$ cat src/rtl/eip_pkg.sv
`default_nettype none
// ============================================================================
//  Module : eip_pkg
//  Brief  : Shared register indices and FSM encoding for the external
//           interrupt controller.
//  Rev    : 1.0
// ============================================================================
package eip_pkg;

   localparam logic [2:0] EIP_PENDING = 3'd0;
   localparam logic [2:0] EIP_ENABLE  = 3'd1;
   localparam logic [2:0] EIP_CLAIM   = 3'd2;
   localparam logic [2:0] EIP_EDGE    = 3'd3;
   localparam logic [2:0] EIP_STATUS  = 3'd4;

   localparam int unsigned EIP_ID_W = 5;

   typedef enum logic [1:0] {
      ST_IDLE    = 2'b00,
      ST_ASSERT  = 2'b01,
      ST_WAITCLM = 2'b10,
      ST_SERVICE = 2'b11
   } eip_state_e;

endpackage
`default_nettype wire

$ cat src/rtl/eip_ctrl_if.sv
`default_nettype none
// ============================================================================
//  Module : eip_ctrl_if
//  Brief  : Register window, interrupt lines and privilege-unit handshake.
//  Rev    : 1.0
// ============================================================================
interface eip_ctrl_if #(
   parameter int NSRC = 8
);
   logic [2:0]      a;
   logic [31:0]     d;
   logic            we;
   logic            rd;
   logic [31:0]     spo;
   logic [NSRC-1:0] irq_in;
   logic            m_eip;
   logic            m_eip_reply;

   modport master (
      output a, d, we, rd, irq_in, m_eip_reply,
      input  spo, m_eip
   );

   modport slave (
      input  a, d, we, rd, irq_in, m_eip_reply,
      output spo, m_eip
   );
endinterface
`default_nettype wire

$ cat src/rtl/eip_sync.sv
`default_nettype none
// ============================================================================
//  Module : eip_sync
//  Brief  : Multi-bit flop-chain synchronizer with asynchronous reset.
//  Rev    : 1.0
// ============================================================================
module eip_sync #(
   parameter int WIDTH  = 1,
   parameter int STAGES = 2
) (
   input  wire logic             clk,
   input  wire logic             rst,
   input  wire logic [WIDTH-1:0] i_async,
   output logic      [WIDTH-1:0] o_sync
);

   logic [WIDTH-1:0] chain_q [STAGES];
   logic [WIDTH-1:0] chain_d [STAGES];

   always_comb begin
      chain_d[0] = i_async;
      for (int i = 1; i < STAGES; i++) begin
         chain_d[i] = chain_q[i-1];
      end
   end

   always_ff @(posedge clk or posedge rst) begin
      if (rst) begin
         for (int i = 0; i < STAGES; i++) begin
            chain_q[i] <= '0;
         end
      end else begin
         for (int i = 0; i < STAGES; i++) begin
            chain_q[i] <= chain_d[i];
         end
      end
   end

   assign o_sync = chain_q[STAGES-1];

endmodule
`default_nettype wire

$ cat src/rtl/eip_ctrl.sv
`default_nettype none
// ============================================================================
//  Module : eip_ctrl
//  Brief  : External-interrupt controller: pending latch, claim/complete
//           register window and m_eip request handshake.
//  Rev    : 1.0
// ============================================================================
module eip_ctrl #(
   parameter int NSRC        = 8,
   parameter int SYNC_STAGES = 2
) (
   input wire logic  clk,
   input wire logic  rst,
   eip_ctrl_if.slave bus
);
   import eip_pkg::*;

   logic [NSRC-1:0]     w_s;
   logic [NSRC-1:0]     s_dly_q,  s_dly_d;
   logic [NSRC-1:0]     pend_q,   pend_d;
   logic [NSRC-1:0]     en_q,     en_d;
   logic [NSRC-1:0]     trig_q,   trig_d;
   logic [EIP_ID_W-1:0] insvc_q,  insvc_d;
   eip_state_e          state_q,  state_d;
   logic                m_eip_q,  m_eip_d;

   logic [EIP_ID_W-1:0] w_claim_id;
   logic                w_claim_rd;
   logic                w_claim_ok;
   logic                w_claim_zero;
   logic                w_cmpl;
   logic [NSRC-1:0]     w_insvc_oh;
   logic [NSRC-1:0]     w_claim_oh;
   logic [NSRC-1:0]     w_set;
   logic [31:0]         w_spo;
   logic                w_unused_d;

   function automatic logic [EIP_ID_W-1:0] lowest_id(input logic [NSRC-1:0] v);
      logic [EIP_ID_W-1:0] id;
      id = '0;
      for (int i = NSRC - 1; i >= 0; i--) begin
         if (v[i]) id = EIP_ID_W'(i + 1);
      end
      return id;
   endfunction

   eip_sync #(
      .WIDTH  (NSRC),
      .STAGES (SYNC_STAGES)
   ) u_sync (
      .clk     (clk),
      .rst     (rst),
      .i_async (bus.irq_in),
      .o_sync  (w_s)
   );

   assign w_claim_id   = lowest_id(pend_q & en_q);
   assign w_claim_rd   = bus.rd && (bus.a == EIP_CLAIM);
   assign w_claim_ok   = w_claim_rd && (w_claim_id != '0);
   assign w_claim_zero = w_claim_rd && (w_claim_id == '0);
   // A CLAIM read in the same cycle as a CLAIM write swallows the write.
   assign w_cmpl       = bus.we && !bus.rd && (bus.a == EIP_CLAIM) &&
                         (insvc_q != '0) && (bus.d[EIP_ID_W-1:0] == insvc_q);
   assign w_unused_d   = ^bus.d;

   for (genvar gi = 0; gi < NSRC; gi++) begin : g_src
      assign w_insvc_oh[gi] = (insvc_q == EIP_ID_W'(gi + 1));
      assign w_claim_oh[gi] = w_claim_ok && (w_claim_id == EIP_ID_W'(gi + 1));
   end

   // A level line being claimed this cycle is treated as already in service,
   // otherwise it would re-pend on the very edge that claims it.
   assign w_set = (trig_q & w_s & ~s_dly_q) |
                  (~trig_q & w_s & ~w_insvc_oh & ~w_claim_oh);

   assign s_dly_d = w_s;
   assign pend_d  = (pend_q & ~w_claim_oh) | w_set;

   always_comb begin
      en_d    = en_q;
      trig_d  = trig_q;
      insvc_d = insvc_q;
      if (bus.we && (bus.a == EIP_ENABLE)) en_d   = bus.d[NSRC-1:0];
      if (bus.we && (bus.a == EIP_EDGE))   trig_d = bus.d[NSRC-1:0];
      if (w_claim_ok) begin
         insvc_d = w_claim_id;
      end else if (w_cmpl) begin
         insvc_d = '0;
      end
   end

   always_comb begin
      state_d = state_q;
      m_eip_d = m_eip_q;
      case (state_q)
         ST_IDLE: begin
            if (|(pend_q & en_q) && (insvc_q == '0)) begin
               state_d = ST_ASSERT;
               m_eip_d = 1'b1;
            end
         end
         ST_ASSERT: begin
            if (w_claim_ok) begin
               state_d = ST_SERVICE;
               m_eip_d = 1'b0;
            end else if (bus.m_eip_reply) begin
               state_d = ST_WAITCLM;
               m_eip_d = 1'b0;
            end
         end
         ST_WAITCLM: begin
            if (w_claim_ok) begin
               state_d = ST_SERVICE;
            end else if (w_claim_zero) begin
               state_d = ST_IDLE;
            end
         end
         ST_SERVICE: begin
            if (w_cmpl) state_d = ST_IDLE;
         end
         default: begin
            state_d = ST_IDLE;
            m_eip_d = 1'b0;
         end
      endcase
   end

   always_ff @(posedge clk or posedge rst) begin
      if (rst) begin
         s_dly_q <= '0;
         pend_q  <= '0;
         en_q    <= '0;
         trig_q  <= '0;
         insvc_q <= '0;
         state_q <= ST_IDLE;
         m_eip_q <= 1'b0;
      end else begin
         s_dly_q <= s_dly_d;
         pend_q  <= pend_d;
         en_q    <= en_d;
         trig_q  <= trig_d;
         insvc_q <= insvc_d;
         state_q <= state_d;
         m_eip_q <= m_eip_d;
      end
   end

   always_comb begin
      w_spo = '0;
      case (bus.a)
         EIP_PENDING: w_spo[NSRC-1:0]     = pend_q;
         EIP_ENABLE:  w_spo[NSRC-1:0]     = en_q;
         EIP_CLAIM:   w_spo[EIP_ID_W-1:0] = w_claim_id;
         EIP_EDGE:    w_spo[NSRC-1:0]     = trig_q;
         EIP_STATUS:  w_spo[6:0]          = {state_q, insvc_q};
         default:     w_spo               = '0;
      endcase
   end

   assign bus.spo   = w_spo;
   assign bus.m_eip = m_eip_q;

endmodule
`default_nettype wire
$ cat src/flat_wrapper.sv
// flat-port wrapper written by rule: the top's interface ports become plain ports
module eip_ctrl_flat import eip_pkg::*;
#(
   parameter int NSRC        = 8,
   parameter int SYNC_STAGES = 2
)
  (clk, rst, bus_a, bus_d, bus_we, bus_rd, bus_irq_in, bus_m_eip_reply, bus_spo, bus_m_eip);
  eip_ctrl_if #(.NSRC(NSRC)) bus_i ();
  input wire logic clk;
  input wire logic rst;
  input wire logic [$bits(bus_i.a)-1:0] bus_a;
  input wire logic [$bits(bus_i.d)-1:0] bus_d;
  input wire logic [$bits(bus_i.we)-1:0] bus_we;
  input wire logic [$bits(bus_i.rd)-1:0] bus_rd;
  input wire logic [$bits(bus_i.irq_in)-1:0] bus_irq_in;
  input wire logic [$bits(bus_i.m_eip_reply)-1:0] bus_m_eip_reply;
  output wire logic [$bits(bus_i.spo)-1:0] bus_spo;
  output wire logic [$bits(bus_i.m_eip)-1:0] bus_m_eip;
  assign bus_i.a = bus_a;
  assign bus_i.d = bus_d;
  assign bus_i.we = bus_we;
  assign bus_i.rd = bus_rd;
  assign bus_i.irq_in = bus_irq_in;
  assign bus_i.m_eip_reply = bus_m_eip_reply;
  assign bus_spo = bus_i.spo;
  assign bus_m_eip = bus_i.m_eip;
  eip_ctrl #(.NSRC(NSRC), .SYNC_STAGES(SYNC_STAGES)) u_core (.clk(clk), .rst(rst), .bus(bus_i));
endmodule
$ cat config.mk
export PLATFORM = sky130hd
export DESIGN_NAME = eip_ctrl_flat
export DESIGN_NICKNAME = d
export VERILOG_FILES = /design/src/rtl/eip_pkg.sv /design/src/rtl/eip_ctrl_if.sv /design/src/rtl/eip_sync.sv /design/src/rtl/eip_ctrl.sv /design/src/flat_wrapper.sv
export SDC_FILE = /design/constraint.sdc
export NUM_CORES = 1
export LEC_CHECK = 0
export CORE_AREA = 2 2 106 57
export DETAILED_ROUTE_END_ITERATION = 6
export DIE_AREA = 0 0 108 59
export DONT_BUFFER_PORTS = 1
export PLACE_DENSITY = 0.73
export SETUP_SLACK_MARGIN = 0.3
export SKIP_CTS_REPAIR_TIMING = 1
export SYNTH_ARGS = -nofsm -noshare
export SYNTH_HDL_FRONTEND = slang
export SYNTH_SLANG_ARGS = --single-unit
$ cat constraint.sdc
create_clock -name clk -period 2.7 [get_ports clk]
set_clock_uncertainty 0.15 [all_clocks]
set_input_delay 0.405 -clock clk [delete_from_list [all_inputs] [get_ports clk]]
set_output_delay 0.405 -clock clk [all_outputs]
set_load 0.005 [all_outputs]
======== Word-level counts from Yosys, hierarchy flattened ========
Index checks and enable logic that the tools add are counted.
word-level totals
  flip-flop bits (word level) ............. 56
  input bits .............................. 48
operators by class
  eq/ne operators ......................... 28
  muxes and demuxes ....................... 24
  bitwise gates (word level) .............. 13
  reduce and logical (&&, ||, !) cells .... 30
operators by type and width
  cell                  count
  $and A8 B8 Y8         7
  $mux W4               8
  $not A8 Y8            4
  $pmux W5 S5           1
  $eq A5 B3 Y1 const B  4
  $logic_and A1 B1 Y1   18
  $eq A4 B3 Y1 const B  4
  $or A8 B8 Y8          2
  $pmux W2 S4           2
  $mux W2               6
  $eq A5 B2 Y1 const B  2
  $logic_not A5 Y1      2
  $mux W5               2
  $reduce_bool A5 Y1    2
  $eq A4 B2 Y1 const B  2
  $reduce_or A8 Y1      1
  $eq A3 B2 Y1 const B  2
  $eq A5 B1 Y1 const B  1
  $eq A5 B4 Y1 const B  1
  $eq A5 B5 Y1          1
  $eq A2 B2 Y1 const B  2
  $eq A4 B1 Y1 const B  1
  $eq A4 B4 Y1 const B  1
  $ne A2 B1 Y1 const B  2
  14 further kinds      17

======== Logic depth before layout (Yosys ltp) ========
Gate-level depths: netlist of run 1.
  word-level depth ........................ 16
  depth in mapped cells ................... 5
  gate-level depth less buffers ........... 4

======== Cells and area by module ========
A second synthesis of run 1 with hierarchy kept.
second synthesis, totals
  cell total of the unflattened synthesis .. 269
  area total of the unflattened synthesis .. 2735.1 um^2
modules (own cells, without submodules)
  module    times used  cells an instance  area each (um^2)
  eip_ctrl  1           252                2331.0
  eip_sync  1           17                 404.1

======== Worst setup path before layout of run 1 ========
No wires, ideal clock.
  path kind ............................... register -> register
  from .................................... reg u_core.pend_q[0]
  to ...................................... reg u_core.state_q[0]
  arrival time ............................ 1.886 ns
  slack ................................... 0.543 ns
  stages on the path, launching flop included .. 5
  buffers on the path ..................... 0
  clock period less this slack ............ 2.157 ns
  cell sequence ........................... dfrtp_1 > a222oi_1 > a41oi_2 > or3b_1 > a32o_1
on the way
  longest elaborated chain between the ends .. 6
  elaborated cells between the ends (all ways) .. 15
ends and longest elaborated chain
  element                                                            RTL line                        text
  from (decl)                                                        eip_ctrl.sv:20                  logic [NSRC-1:0] pend_q, pend_d;
  from (signal assigned)                                             eip_ctrl.sv:139                 pend_q <= pend_d;
  $and A8 B8 Y8 (*)                                                  eip_ctrl.sv:57, eip_ctrl.sv:97
  $mux W4                                                            eip_ctrl.sv:42                  if (v[i]) id = EIP_ID_W'(i + 1);
  $logic_not A5 Y1 or $reduce_bool A5 Y1 (tied branches)             eip_ctrl.sv:60, eip_ctrl.sv:59
  $logic_and A1 B1 Y1, on equally long branches                      eip_ctrl.sv:60, eip_ctrl.sv:59
  $ne A3 B1 Y1 (no source line), or another cell as far along        --
  $reduce_and A4 Y1 (no source line) or $pmux W2 S4 (tied branches)  --
  to (signal assigned)                                               eip_ctrl.sv:143                 state_q <= state_d;
  to (decl)                                                          eip_ctrl.sv:24                  eip_state_e state_q, state_d;
Mark *: on every way between the ends. The rest lies on a longest branch, timed or not.
A chain may end at the register's enable or synchronous reset.

======== Worst setup path in the final report of run 1 ========
  from .................................... reg u_core.pend_q[6]
  to ...................................... out bus_spo[1]
on the way
  longest elaborated chain between the ends .. 9
ends and longest elaborated chain
  element                RTL line            text
  $and A8 B8 Y8          eip_ctrl.sv:57      assign w_claim_id = lowest_id(pend_q & en_q);
  $mux W4 (7 in series)  eip_ctrl.sv:42
  $pmux W5 S5            eip_ctrl.sv:150     case (bus.a)
  to (decl)              flat_wrapper.sv:17  output wire logic [$bits(bus_i.spo)-1:0] bus_spo;
Every way passes these cells.

==> flow_summary.yaml, run 1 <==
synthesis:
  synth_seq_cells: 55
  synth_xor_area_share_pct: 1.28
  synth_area_leaders: "dfrtp_1 50%, mux2_2 8.2%, buf_4 6.9%"
  yosys.area_share.simple_pct: 13.6
  synth_compound_area_share_pct: 16.2
  muxShareOfSynthArea_pct: 9.32
  synthMostInstantiatedCell: "dfrtp_1"
  synth_top_family_by_area: "compound AO/OA/AOI/OAI gates"
  synth_top_area_share_pct: 50.3
  async_flop_share_pct: 100
  seq_area_frac_synth_pct: 50.3
  syn_area_per_cell_sq_um: 10.9
  synth_edf_count: 0
  synth_commonest_cells: "55 x dfrtp_1, 25 x buf_4, 20 x mux2_2"
  synth_area_leader_cell: "dfrtp_1"
  syn_inst: 252
  netlist_area_sq_mm: 0.00274
  yosys.area_share.adder_pct: 0
  synth_top_flop_cell: "dfrtp_1"
  ys.warnings.count: 0
  synth.distinct_cells: 48
sta:
  hold_viol: 0
  drv_slew: 0
  setup_violations: 0
  rsz0062_at_grt: "no"
  max_freq_mhz: 426
  tightest_slew_ns: 0.542
  slew_headroom_pct: 63.7
  final.setup.tns_ns: 0
  post-route-period-util_pct: 87.0
  fin_crit_ns: 2.35
  timing.final.ws_setup_ns: 0.350
min_path:
  hp-class: "input port to register"
clock_tree:
  numCtsBuffers: 5
  htreeDepth: 2
  clk_latency_ns: 0.31
  clk_path_buf_depth: 2
  cts_sinks: 55
  root_buffer: "clkbuf_8"
  clk_pin_slew_worst_paths_ns: 0.10
  cts_tree: "yes"
route:
  firstDrtPassIters: 5
  ant_nets: 0
  post_drt_wl_per_cell_um: 17.1
  num_vias: 1987
  drtIter0Drc: 177
  vias_per_cell: 5.90
  drc_errors: 0
  wl_um: 5760
placement:
  globalplace.congestion: 0.987
  preCtsSetupSlack_ns: 0.604
  io_buffers: 0
  dpl.hpwl_um: 4120
floorplan:
  rows: 19
  coreArea_sq_mm: 0.00535
  ios: 81
  die_x_um: 108
  die_y_um: 59
  die-area_sq_mm: 0.00637
  start_util_pct: 51.2
run:
  cap_violations: 0
worst_setup_path:
  crit_buf_inv: 1
  cp_cell_sequence: "a22oi_1 -> buf_4 -> nand2b_4 -> a32oi_1 -> a221o_1"
  critPathMaxStageDelay_ns: 0.43
  critical_path_arrival_ns: 1.80
  cp_max_fo: 5
  critPathRequiredTime_ns: 2.14
  path_delay_family: "compound AO/OA/AOI/OAI gates"
  critPathLaunchType: "register"
  worstSetupEndpointType: "output port"
  path_class: "register to output port"
  crit_slowest_cell: "dfrtp_1"
cells_and_area:
  synthToLayoutAreaGrowth_pct: 7.81
  layout-drive-gt1-share_pct: 16.7
  antennaDiodeCount: 0
  fin_nets: 311
global_route:
  grt_pass1_wl_um: 9210
  overflow: 0
  grt_pass1_vias: 1831
  grt.total_usage_pct: 19.3
  antenna_found_initial: 0
  grt_max_degree: 55
power:
  ir_worst_vdd_uv: 327
  powerDensity_mw_per_mm2: 724
  power_leakage_nw: 1.25
outcome:
  status: "finished clean"
## routing by layer
metal	vias to the layer above	track usage (%)	routed length, um
met5	-	0	0
met4	0	5.13	33
met3	4	5.49	518
met2	99	31.3	2790
met1	981	25.9	2420
li1	903	-	-
## state kept, by name, indices dropped and copies added, names as in the netlist
name / flops
u_core.insvc_q: 4
u_core.trig_q: 8
u_core.en_q: 8
u_core.pend_q: 8
u_core.s_dly_q: 8
u_core.u_sync.o_sync: 8
u_core.state_q: 2
u_core.bus.m_eip: 1
u_core.u_sync.chain_d: 8
## worst register-to-register path: stages (launching register included)
cell	delay, ns
dfrtp_1	0.52
or4_1	0.63
and4_1	0.21
a21oi_1	0.34
a22o_2	0.21
## power breakdown
group	internal (mW)	leakage (nW)	switching, mW	total, mW
Combinational	0.260	0.573	0.245	0.504
Clock	0.216	0.0533	0.273	0.489
Sequential	0.944	0.627	0.200	1.14
Total	1.42	1.25	0.717	2.14
## per-stage QoR
step | instances | hold WS [ns] | utilization [%] | cell area, sq um | power (mW)
2_1_floorplan | 275 | 0.181 | - | 2830 | 1.51
3_3_place_gp | 320 | -0.00180 | 51.5 | 2750 | 1.61
3_5_place_dp | 320 | -0.000288 | 51.5 | 2750 | 1.63
4_1_cts | 328 | -0.343 | 53.4 | 2860 | 2.13
5_1_grt | 337 | 0.0718 | 55.2 | 2950 | 2.26
6_report | 337 | 0.0883 | 55.2 | 2950 | 2.14
## placed cells by master, fill, tap and decap left out, types with 3 or more instances in the layout
master	instances
inv_1	7
a31oi_1	6
nand2b_1	4
a21o_1	3
nor3_1	4
mux2i_1	3
clkbuf_8	6
nor2b_1	7
a22o_1	4
o21ai_0	7
dfrtp_1	55
buf_4	5
nand3_1	5
xor2_1	3
a21oi_1	3
nand2_1	18
mux2_2	20
a22oi_1	9
o22ai_1	7
a32o_1	3
nor4bb_1	3
dlygate4sd3_1	9
conb_1	24
nor2_1	12
## worst paths after layout
check | from | endpoint | slack [ns] | cells past startpoint
setup / recovery | u_core.pend_q[6] | bus_spo[1] | 0.35 | 5
hold / removal | bus_d[2] | u_core.trig_q[2] | 0.09 | 1
setup reg to reg | u_core.insvc_q[3] | u_core.insvc_q[1] | 0.59 | 4
hold reg to reg | u_core.u_sync.chain_d[2] | u_core.u_sync.o_sync[2] | 0.21 | 0
max in group asynchronous | rst | u_core.insvc_q[1] | 1.71 | 3
min in group asynchronous | rst | u_core.u_sync.chain_d[1] | 0.24 | 2
## final cells by class
class                      count  area [sq um]
multi-input combinational    178          1200
timing repair buffer          15           148
fill                         442          2400
tap                           73          91.3
sequential                    55          1380
clock buffer                   6          82.6
inverter                       8          30.0
clock inverter                 2          20.0
## logic make-up (layout without fill, tap and decap cells)
group,Yosys count,after routing
AND/OR/NAND/NOR,68,68
AO/OA/AOI/OAI,59,59
flip-flops,55,55
buffers and inverters,42,31
multiplexers,23,23
XOR/XNOR,4,4
other,1,24
No activity file was read; power rests on OpenSTA's default activity.
==> inputs of run 2 (changes only) <==
- clock period: 2.7 -> 2.4 ns (I/O delays scaled with it)
==> run 2 against run 1 <==
  * Clock-buffer cell count fell by 1
  * Via count rose by 5.6%
  * Clock power is 29% higher
  * Sequential cell count is the same
  * Combinational power grew 57%
  * Sequential share of layout area fell by 3.4 points
  * Sequential power rose by 13%
  * Utilization grew 4.7 points
  * Routed wire length grew 11%
  * Design area rose by 8.6%
  * Power grew 27%
  * Setup slack worse by 0.27 ns
  * Critical endpoint is now bus_spo[3]
  * Largest cell class unchanged
==> flow_summary.yaml, run 2 (synthesis gave the netlist of run 1 again) <==
min_path:
  hp-start: "bus_d[5]"
  hp-class: "input port to register"
  hold_path_end: "u_core.trig_q[5]"
  min_path_cells: 1
placement:
  globalplace.congestion: 1.03
  dpl.hpwl_um: 4290
  io_buffers: 0
  place_area_sq_mm: 0.00276
power:
  p_total_mw: 2.71
  ir_worst_vdd_uv: 569
  power_leakage_nw: 1.36
  powerDensity_mw_per_mm2: 845
sta:
  setup_violations: 0
  hold_viol: 0
  slew_headroom_pct: 60.4
  fin_crit_ns: 2.32
  post-route-period-util_pct: 96.6
  max_freq_mhz: 431
  rsz0062_at_grt: "yes"
  tightest_slew_ns: 0.594
  drv_slew: 0
route:
  ant_nets: 0
  vias_per_cell: 5.88
  post_drt_wl_per_cell_um: 17.9
  num_vias: 2099
  drc_errors: 0
  firstDrtPassIters: 4
  drtIter0Drc: 173
  wl_um: 6400
global_route:
  grt_pass1_vias: 1855
  grt_pass1_wl_um: 9740
  antenna_found_initial: 0
  grt_max_degree: 30
  grt.total_usage_pct: 20.6
  overflow: 0
cells_and_area:
  seq_area_sq_mm: 0.00138
  stdcell_area_sq_mm: 0.00321
  multi_input_area_sq_mm: 0.00129
  antennaDiodeCount: 0
  layout_common_cells: "49 x dfrtp_1, 25 x buf_4, 24 x conb_1, 20 x mux2_2, 18 x nand2_1"
  synthToLayoutAreaGrowth_pct: 17.0
  layout_commonest_cell: "dfrtp_1"
  fin_nets: 331
  fill_cells: 413
  layout-drive-gt1-share_pct: 28.5
worst_setup_path:
  r2r_slack_ns: 0.22
  timing.rr.start: "u_core.pend_q[0]"
  critPathMaxStageDelay_ns: 0.47
  path_class: "register to output port"
  crit_slowest_cell: "a222oi_1"
  cp_max_fo: 3
  cp_cell_sequence: "a222oi_1 -> buf_4 -> nand3_4 -> nor2_4 -> a221o_1"
  critical_path_arrival_ns: 1.81
  critPathRequiredTime_ns: 1.89
  r2r-end: "u_core.state_q[0]"
  worstSetupEndpointType: "output port"
  critPathLaunchType: "register"
  reg2reg_depth: 5
clock_tree:
  cts_sinks: 55
  clk_pin_slew_worst_paths_ns: 0.10
  cts_tree: "yes"
  root_buffer: "clkbuf_8"
  clk_path_buf_depth: 2
  clk_latency_ns: 0.32
  numCtsBuffers: 5
  htreeDepth: 2
floorplan:
  rows: 19
  coreArea_sq_mm: 0.00535
  start_util_pct: 51.2
  die_x_um: 108
  die-area_sq_mm: 0.00637
  die_y_um: 59
  ios: 81
outcome:
  status: "finished clean"
run:
  cap_violations: 0
## run 2: routing by layer
layer  routed length [um]  track usage (%)  part of all wire, %
met4                  225             9.16                  3.5
met1                 2510             28.0                   39
met3                  570             5.27                  8.9
met5                    0                0                    0
met2                 3090             31.7                   48
## run 2: cell type report
type	instances	share of cell area [%]
Multi-Input combinational cell	178	40.1
Sequential cell	55	43.2
Timing Repair Buffer	35	9.29
Tap cell	73	2.85
Inverter	8	0.937
Clock inverter	3	1.48
Clock buffer	5	2.15
## run 2: per-stage QoR
stage	worst slack [ns]	util (%)	instances	setup TNS, ns	hold slack [ns]
6_report	0.0814	59.9	357	0	0.0334
5_1_grt	0.0157	59.9	357	0	0.0142
4_1_cts	-0.0131	53.8	329	-0.0131	-0.154
3_5_place_dp	0.260	51.6	321	0	0.186
3_3_place_gp	0.315	51.6	321	0	0.182
2_1_floorplan	0.257	-	275	0	0.181
## run 2: report_power, final
part           switching, mW  internal (mW)
clock                  0.313          0.316
combinational          0.367          0.425
sequential             0.220           1.07
total                  0.900           1.81
## run 2: how the worst max path moves through the flow
stage / start / end / slack [ns]
after floorplan: u_core.en_q[0] / u_core.state_q[0] / 0.26
after detailed placement: u_core.en_q[0] / u_core.state_q[0] / 0.26
after CTS: u_core.en_q[0] / bus_spo[3] / -0.01
final: u_core.pend_q[0] / bus_spo[3] / 0.08
after global routing: u_core.pend_q[0] / bus_spo[3] / 0.02
after global placement: u_core.en_q[0] / u_core.state_q[0] / 0.32
## run 2: worst max-delay path: cells and delay by family (launching register included)
family / cells / cell delay [ns]
DFF: 1 / 0.44
buffers and inverters: 1 / 0.22
and+or+nand+nor: 2 / 0.18
AOI/OAI and AO/OA: 2 / 0.65
==> inputs of run 3 (changes only) <==
- ABC_AREA: not set -> 1
- CORE_AREA: 2 2 106 57 -> 2 2 108 58
- DIE_AREA: 0 0 108 59 -> 0 0 110 60
- PLACE_DENSITY: 0.73 -> 0.72
- RECOVER_POWER: not set -> 100
==> run 3 against run 2 <==
  * Highest routed layer unchanged
  * Combinational power down 20%
  * Worst hold slack better by 0.031 ns
  * Critical endpoint unchanged
  * Setup slack better by 0.19 ns
  * Design area down 6.4%
  * Clock-buffer cell count unchanged
  * Non-clock buffer count down 22
  * Cell count up 19%
  * Utilization down 7.6 points
==> flow_summary.yaml, run 3 <==
outcome:
  status: "finished clean"
floorplan:
  die_x_um: 110
  ios: 81
  start_util_pct: 49.5
  rows: 20
  die_y_um: 60
  coreArea_sq_mm: 0.00573
  die-area_sq_mm: 0.00660
clock_tree:
  clk_latency_ns: 0.31
  clk_path_buf_depth: 2
  cts_sinks: 55
  root_buffer: "clkbuf_8"
  cts_tree: "yes"
  clk_pin_slew_worst_paths_ns: 0.10
  htreeDepth: 2
  numCtsBuffers: 5
cells_and_area:
  final_cells: 424
  layout_commonest_cell: "nand2_1"
  fill_cells: 576
  layout_common_cells: "96 x nand2_1, 55 x dfrtp_1, 36 x inv_1, 24 x conb_1, 21 x o21ai_0"
  antennaDiodeCount: 0
  fin_nets: 395
  synthToLayoutAreaGrowth_pct: 5.87
  layout-drive-gt1-share_pct: 9.80
worst_setup_path:
  crit_slowest_cell: "dfrtp_1"
  r2r-end: "u_core.pend_q[4]"
  critPathLaunchType: "register"
  timing.rr.start: "u_core.en_q[2]"
  critical_path_arrival_ns: 1.62
  critPathMaxStageDelay_ns: 0.42
  path_delay_family: "simple AND/OR/NAND/NOR gates"
  crit_buf_inv: 0
  critPathRequiredTime_ns: 1.89
  worstSetupEndpointType: "output port"
  path_common_cell: "nand2_1"
  cp_max_fo: 3
  cp_cell_sequence: "nand2_1 -> nand2_1 -> nor2_1 -> nand3b_1 -> o21ai_1 -> nor2_1 -> nand2_1"
  r2r_slack_ns: 0.37
  path_class: "register to output port"
  reg2reg_depth: 9
power:
  power_leakage_nw: 1.46
  p_total_mw: 2.43
  ir_worst_vdd_uv: 437
  powerDensity_mw_per_mm2: 810
min_path:
  hp-class: "input port to register"
  hp-start: "bus_d[7]"
  min_path_cells: 2
  hold_path_end: "u_core.en_q[7]"
route:
  met1_length_um: 3100
  wl_um: 6600
  drc_errors: 0
  met2_wirelength_um: 2620
  drtIter0Drc: 192
  firstDrtPassIters: 5
  ant_nets: 0
  num_vias: 2205
  dr.max_layer_used: "met4"
  wl_met3_um: 836
  vias_per_cell: 5.20
  post_drt_wl_per_cell_um: 15.6
placement:
  dpl.hpwl_um: 5020
  globalplace.congestion: 0.985
  io_buffers: 0
  place_inst: 405
  preCtsSetupSlack_ns: 0.627
synthesis:
  ys.warnings.count: 0
  synth_top_area_share_pct: 48.6
  syn_inst: 330
  synth.distinct_cells: 33
  netlist_area_sq_mm: 0.00283
  seq_area_frac_synth_pct: 48.6
  async_flop_share_pct: 100
  synthMostInstantiatedCell: "nand2_1"
  syn_area_per_cell_sq_um: 8.59
  synth_area_leaders: "dfrtp_1 49%, nand2_1 12%, buf_4 6.4%"
  synth_area_leader_cell: "dfrtp_1"
  synth_edf_count: 0
  synth_top_flop_cell: "dfrtp_1"
  synth_commonest_cells: "91 x nand2_1, 55 x dfrtp_1, 33 x inv_1"
  synth_seq_cells: 55
sta:
  rsz0062_at_grt: "yes"
  slew_headroom_pct: 29.7
  post-route-period-util_pct: 88.6
  timing.final.ws_setup_ns: 0.274
  drv_slew: 0
  hold_viol: 0
  max_freq_mhz: 470
  setup_violations: 0
  final.setup.tns_ns: 0
  tightest_slew_ns: 1.05
  fin_crit_ns: 2.13
global_route:
  grt_pass1_wl_um: 10500
  grt.total_usage_pct: 22.2
  antenna_found_initial: 0
  grt_max_degree: 30
  overflow: 0
  grt_pass1_vias: 2055
run:
  cap_violations: 0
-- run 3: area by class of cell --
| cell class | count | area [sq um] | share of cell area [%] |
|---|---|---|---|
| Inverter | 40 | 150 | 5.00 |
| Timing Repair Buffer | 13 | 129 | 4.30 |
| Clock inverter | 2 | 41.3 | 1.38 |
| Clock buffer | 5 | 68.8 | 2.29 |
| Sequential cell | 55 | 1380 | 45.9 |
| Multi-Input combinational cell | 232 | 1140 | 37.9 |
| Tap cell | 77 | 96.3 | 3.21 |
-- run 3: worst max-delay path by stage --
stage	slack [ns]	to	depth (start not counted)	from
finish	0.27	bus_spo[3]	7	u_core.en_q[2]
global route	0.17	bus_spo[3]	7	u_core.en_q[2]
CTS	0.30	bus_spo[3]	7	u_core.pend_q[2]
detailed placement	0.63	u_core.trig_q[6]	7	bus_a[0]
global placement	0.66	u_core.trig_q[2]	7	bus_a[0]
floorplan	0.55	u_core.bus.m_eip	1	rst
-- run 3: power breakdown --
group	switching (mW)	internal [mW]
clock network	0.300	0.313
registers	0.132	1.05
logic	0.424	0.211
total	0.857	1.57
-- run 3: per-layer routing --
| metal | GRT usage, % | up-vias |
|---|---|---|
| met2 | 29.5 | 95 |
| met5 | 0 | - |
| li1 | - | 1051 |
| met4 | 5.42 | 0 |
| met1 | 33.1 | 1053 |
| met3 | 9.27 | 6 |
-- run 3: logic make-up after synthesis --
kind of cell           after synthesis  synth area share (%)
other                                1                 0.132
buffers and inverters               66                  12.5
and+or+nand+nor                    156                  26.5
AOI/OAI and AO/OA                   52                  12.4
DFF                                 55                  48.6
-- run 3: stage by stage --
| stage | area [sq um] | hold WS (ns) | util (%) |
|---|---|---|---|
| floorplan | 2920 | 0.181 | - |
| global placement | 2830 | 0.180 | 49.5 |
| detailed placement | 2830 | 0.185 | 49.5 |
| CTS | 2940 | -0.159 | 51.4 |
| global route | 3000 | 0.0612 | 52.4 |
| finish | 3000 | 0.0644 | 52.4 |
